===== src/rtl/gf_cmul_stream.sv =====
// Streaming GF(2^8) constant multiplier for AES (Inv)MixColumns lanes.
// Every byte of a beat is scaled by one per-beat coefficient, then delayed through a stallable pipeline.
module gf_cmul_stream #(
    parameter int NBYTES = 16,
    parameter int STAGES = 2,
    parameter int CNT_W  = 16
) (
    input  logic                  clk,
    input  logic                  rst,
    input  logic                  in_valid,
    output logic                  in_ready,
    input  logic [2:0]            in_mode,
    input  logic [0:8*NBYTES-1]   in_data,
    output logic                  out_valid,
    input  logic                  out_ready,
    output logic [0:8*NBYTES-1]   out_data,
    output logic [2:0]            out_mode,
    output logic                  out_err,
    output logic [CNT_W-1:0]      done_cnt
);

    localparam int W = 8 * NBYTES;

    function automatic logic [7:0] xt(input logic [7:0] b);
        return {b[6:0], 1'b0} ^ (b[7] ? 8'h1b : 8'h00);
    endfunction

    function automatic logic [7:0] cmul(input logic [7:0] b, input logic [2:0] mode);
        logic [7:0] x2, x4, x8;
        x2 = xt(b);
        x4 = xt(x2);
        x8 = xt(x4);
        case (mode)
            3'd1:    return x2;
            3'd2:    return x2 ^ b;
            3'd3:    return x8 ^ b;
            3'd4:    return x8 ^ x2 ^ b;
            3'd5:    return x8 ^ x4 ^ b;
            3'd6:    return x8 ^ x4 ^ x2;
            default: return b;   // coefficient 01, also used for the reserved mode
        endcase
    endfunction

    logic [0:W-1]        product;
    logic [0:W-1]        stg_data [STAGES];
    logic [2:0]          stg_mode [STAGES];
    logic [STAGES-1:0]   stg_valid;
    logic [STAGES-1:0]   stg_err;
    logic                en;

    // Byte k occupies ascending bits [8k:8k+7], so the part-select lands MSB-first in an [7:0] byte.
    always_comb begin
        product = '0;
        for (int k = 0; k < NBYTES; k++) begin
            product[8*k +: 8] = cmul(in_data[8*k +: 8], in_mode);
        end
    end

    // One global enable: the whole pipe advances or freezes together, so bubbles are never collapsed.
    assign en       = !out_valid || out_ready;
    assign in_ready = en;

    // NOTE: every stage is reset, not just the valid bits, because out_data/out_mode/out_err
    // must read 0 in reset and the pipe is shallow enough that this costs little.
    always_ff @(posedge clk or posedge rst) begin
        if (rst) begin
            stg_valid <= '0;
            stg_err   <= '0;
            for (int s = 0; s < STAGES; s++) begin
                stg_data[s] <= '0;
                stg_mode[s] <= '0;
            end
        end else if (en) begin
            // NOTE: non-blocking assignments make every stage read its predecessor's old value,
            // so the loop order below does not matter.
            stg_valid[0] <= in_valid;
            if (in_valid) begin
                stg_data[0] <= product;
                stg_mode[0] <= in_mode;
                stg_err[0]  <= (in_mode == 3'd7);
            end
            for (int s = 1; s < STAGES; s++) begin
                stg_valid[s] <= stg_valid[s-1];
                stg_data[s]  <= stg_data[s-1];
                stg_mode[s]  <= stg_mode[s-1];
                stg_err[s]   <= stg_err[s-1];
            end
        end
    end

    assign out_valid = stg_valid[STAGES-1];
    assign out_data  = stg_data[STAGES-1];
    assign out_mode  = stg_mode[STAGES-1];
    assign out_err   = stg_err[STAGES-1];

    always_ff @(posedge clk or posedge rst) begin
        if (rst) begin
            done_cnt <= '0;
        end else if (out_valid && out_ready) begin
            done_cnt <= done_cnt + 1'b1;
        end
    end

endmodule


===== config.mk =====
export PLATFORM = sky130hd
export DESIGN_NAME = gf_cmul_stream
export DESIGN_NICKNAME = d
export VERILOG_FILES = /design/src/rtl/gf_cmul_stream.sv
export SDC_FILE = /design/constraint.sdc
export NUM_CORES = 1
export LEC_CHECK = 0
export ABC_AREA = 1
export CAP_MARGIN = 40
export CORE_MARGIN = 2
export CORE_UTILIZATION = 59
export DETAILED_ROUTE_END_ITERATION = 16
export PLACE_DENSITY = 0.9
export REMOVE_ABC_BUFFERS = 1
export SLEW_MARGIN = 20
export SYNTH_ARGS = -nofsm -noshare
export SYNTH_HDL_FRONTEND = slang
export SYNTH_SLANG_ARGS = --single-unit

===== constraint.sdc =====
create_clock -name clk -period 13.7 [get_ports clk]
set_input_delay 2.74 -clock clk [delete_from_list [all_inputs] [get_ports clk]]
set_output_delay 2.74 -clock clk [all_outputs]
set_load 0.005 [all_outputs]

# Word-level counts from Yosys, hierarchy flattened
# Cells that the tools add are included.
[totals] regBits=282 inputBits=135 output_inout_bits=150
[classes] add_sub_neg=1 eq_ne=7 mux=64 n_bitwise=160 n_reduce_logical=4
[op_table] op="$xor 8x8->8" count=112
[op_table] op="$pmux 8 s6" count=16
[op_table] op="$xor 8x5->8" count=48
[op_table] op="$mux 5" count=48
[op_table] op="$add 16x1->16 const B" count=1
[op_table] op="$eq 3x3->1 const B" count=4
[op_table] op="$eq 3x2->1 const B" count=2
[op_table] op="$eq 3x1->1 const B" count=1
[op_table] op="$reduce_and 2->1" count=1
[op_table] op="$logic_and 1x1->1" count=1
[op_table] op="$logic_not 1->1" count=1
[op_table] op="$logic_or 1x1->1" count=1

# Longest topological paths before layout
[depth] ltp_word=9 depth_mapped=15 mapped_depth_nobuf=14

# Least setup slack after synthesis
# OpenSTA, ideal clock, no wires.
[synth_timing] path_type="input port to output port" start="in out_ready" end="out in_ready" t_arrival_ps=3387 required_time_ps=10960 setup_slack_ps=7573 stages=3 n_path_buf=1 path_cell_list="nor2_1 inv_2 clkbuf_1"
[synth_via] elab_chain_len=1
[synth_rtl] element="start, declared" line_no="15" rtl="input logic out_ready,"
[synth_rtl] element="$logic_or 1x1->1" line_no="60" rtl="assign en = !out_valid || out_ready;"
[synth_rtl] element="end, declared" line_no="11" rtl="output logic in_ready,"
# No other way between the ends.

# Final worst setup path
# Same ends and word-level chain as after synthesis.

==> impl_results.md <==
* Gp weighted congestion at ~0.93
* Synth Register Bits at around 280
* Die area at ~47,000 um^2
* Rows at approximately 80
* Number of synthesized flops with an enable pin at 0
* Worst reg-to-reg path cell count at 13
* Peak VDD IR at about 0.00010 V
* Sequential-to-total area share from yosys stat at 26.38%
* Post-Syn Instances at 4,679
* RSZ-0062 raised after global routing: no
* Worst r2r src: stg_valid[1]
* Synth top area share at approximately 29%
* Final Hold Fails at 0
* Hold Crit Depth at 2
* Final ANT Viol Nets at 0
* Clock Tree Buf Depth at 3
* Core area at about 45,000 um^2
* Placed cell area at roughly 29,000 um^2
* Reg2reg setup slack at between 9 and 10 ns
* CTS resizes at 0
* Commonest non-fill, non-tap cell in the layout: nand2_1
* Layout cells sized above 1 at between 2 and 3%
* WP buf/inv at 4
* Synthesized cell area at around 27,000 um^2
* Clock input transition at the sequential cells of the worst setup and hold paths at ~0.060 ns
* Critical Path End Type: output port
* CTS tree: yes
* HP Class: flop to flop
* H-tree depth at 2
* # Max-Cap Violations at 0
* CTS root buffer: clkbuf_16
* CP most frequent cell: clkdlybuf4s50_1
* Initial DRC Count at about 3,300
* Chip Height at 216.9 um
* Nets at between 4,000 and 5,000
* Slew @ Worst Pin at between 0.8 and 0.9 ns
* Commonest non-fill, non-tap cells in the layout: nand2_1, nand3_1, inv_1
* Vias per cell at between 5 and 6
* Hold Path End: stg_valid[1]
* Asr flop ratio synth at 100.0%
* Post-CTS Setup Bufs at 0
* Tot Pwr at around 3300 uW
* Max transition margin at roughly two fifths
* Synthesis-to-layout area growth at 12.22%
* Top Family by Delay on Critical Path: buffers and inverters
* Grt ovf at 0
* Count of unique library cells instantiated by Yosys at 31
* Die width at roughly 220 um
* Final Max Tran Viols at 0
* CP max stage delay at approximately 0.55 ns
* Syn avg cell area at 5.717 um^2
* Reg2reg end: stg_data[150]
* Num CTS Buffers at 36
* Status: finished clean
* Skew-Pair Late Insertion Delay at between 0.5 and 0.6 ns
* Detailed Place HPWL at just over 50 mm
* Tcrit/Tclk final at approximately 55%
* Ys Warns at 0
* Hold_buf cts at 0
* Vias in the first global route at about 28,000
* First-pass GRT wire length at roughly 140 mm
* Final setup fails at 0
* Finished Layout Cells at around 5,300
* Inst Count DP at between 5,000 and 6,000
* Initial antenna violation count at 3
* Largest net degree at the start of global routing at 97
* Drt pass-1 iters at 7
* Post-Route WL at roughly 80 mm
* Hold_sp: stg_valid[0]
* IO Pins at about 290
* Req. time, crit path at between 10 and 15 ns
* Skew final at around 0.015 ns
* Type of origin of the critical path: input pin
* Vias at just over 30,000
* Largest fanout on the critical path at between 50 and 60
* P_leak at approximately 0.016 uW
* Synth area leader: nand2_1
* Port-buffer cells at approximately 280
* Top_reg_cell synth: dfrtp_1
* Final Critical Period at 7.540 ns
* Max frequency at 132.6 MHz
* Detail-routed net length per standard cell at about 16 um
* Cells along the critical path: clkdlybuf4s50_1, nor2_4, buf_4, inv_4, clkdlybuf4s50_1
* Top post-synthesis cells by area: nand2_1, dfrtp_1, nand3_1, inv_1, o21ai_0
* Worst EP arrival at 4.80 ns
* PD cells at between 100 and 150 nW/um^2
* Slowest cell on crit path: clkdlybuf4s50_1
* Initial Utilization at between 50 and 60%
* GRT Total Usage at approximately a third
* Clock sink count at 282
* Post-layout instance area at about 30,000 um^2
* DRC viols at 0
* Crit path kind: input pin to output port
-- metal layers --
| metal | vias up | track usage, % | wire [um] |
|---|---|---|---|
| met5 | - | 0 | 16 |
| met4 | 2 | 17.51 | 3528 |
| met3 | 277 | 5.213 | 8440 |
| met2 | 1685 | 55.42 | 36730 |
| met1 | 13590 | 45.84 | 33750 |
| li1 | 14610 | - | - |
-- cells in the mapped netlist (32+ instances only) --
| master | number |
|---|---|
| buf_4 | 133 |
| xnor2_1 | 49 |
| o21ai_1 | 202 |
| nor2_1 | 86 |
| a21oi_1 | 143 |
| nand2_1 | 2090 |
| inv_1 | 387 |
| a21boi_1 | 32 |
| xor2_1 | 74 |
| o211ai_1 | 56 |
| o21ai_0 | 251 |
| nand3_1 | 524 |
| buf_2 | 70 |
| clkbuf_1 | 194 |
| dfrtp_1 | 282 |
-- registers in the layout, summed over array words and instances (netlist names) --
| signal | count |
|---|---|
| out_data | 128 |
| stg_data | 128 |
| out_mode | 3 |
| done_cnt | 16 |
| stg_err | 2 |
| stg_mode | 3 |
| stg_valid | 2 |
-- power breakdown --
part | leakage (uW) | switching, uW | internal [uW]
Clock | 0.000600 | 397 | 615
Combinational | 0.0121 | 671 | 490
Sequential | 0.00350 | 125 | 1020
-- layout make-up --
cell class | count | area, um^2
Tap cell | 600 | 750.7
Timing Repair Buffer | 321 | 3303
Clock inverter | 15 | 198.9
Fill cell | 4047 | 15070
Clock buffer | 49 | 1051
Inverter | 398 | 1511
Antenna cell | 3 | 7.507
Multi-Input combinational cell | 3587 | 16140
Sequential cell | 282 | 7057
-- worst max path at each step --
stage | slack, ns | depth (start not counted) | start | to
after floorplan | -0.72 | 8 | out_ready | stg_data[128]
after global routing | 6.07 | 5 | out_ready | in_ready
after global placement | 5.98 | 15 | in_mode[2] | stg_data[204]
final | 6.16 | 5 | out_ready | in_ready
after CTS | 6.18 | 5 | out_ready | in_ready
after detailed placement | 5.92 | 16 | in_mode[2] | stg_data[204]
-- kinds of logic (layout without fill, tap and decap cells) --
kind of cell             count (synthesis)  after routing  synth area share [%]
flip-flops                             282            282                 26.38
XOR/XNOR                               123            123                 4.027
AO/OA/AOI/OAI                          702            702                 14.11
AND/OR/NAND/NOR                       2761           2761                 41.88
other                                    0              3                     0
buffers and inverters                  810            783                 13.56
adder cells (fa/ha/maj)                  1              1               0.04676
-- worst reg2reg max path, cell delays in order (launching register included) --
cell,delay (ns)
dfrtp_1,0.39
inv_1,0.11
nor2_4,0.03
buf_4,0.30
inv_4,0.50
nand2_4,0.48
buf_16,0.36
inv_4,0.48
buf_4,0.51
buf_12,0.29
o21ai_0,0.17
inv_1,0.09
nand2_1,0.08
nand2_1,0.08
-- through the flow --
| stage | utilization (%) | worst slack (ns) | hold WS [ns] | TNS [ns] |
|---|---|---|---|---|
| CTS | 66.29 | 6.178 | 0.4593 | 0 |
| floorplan | - | -0.7227 | 0.4198 | -92.03 |
| global route | 66.58 | 6.075 | 0.4765 | 0 |
| finish | 66.58 | 6.160 | 0.4601 | 0 |
| global placement | 63.21 | 5.983 | 0.4306 | 0 |
| detailed placement | 63.52 | 5.925 | 0.4367 | 0 |
Power figures use the tool's default switching activity.
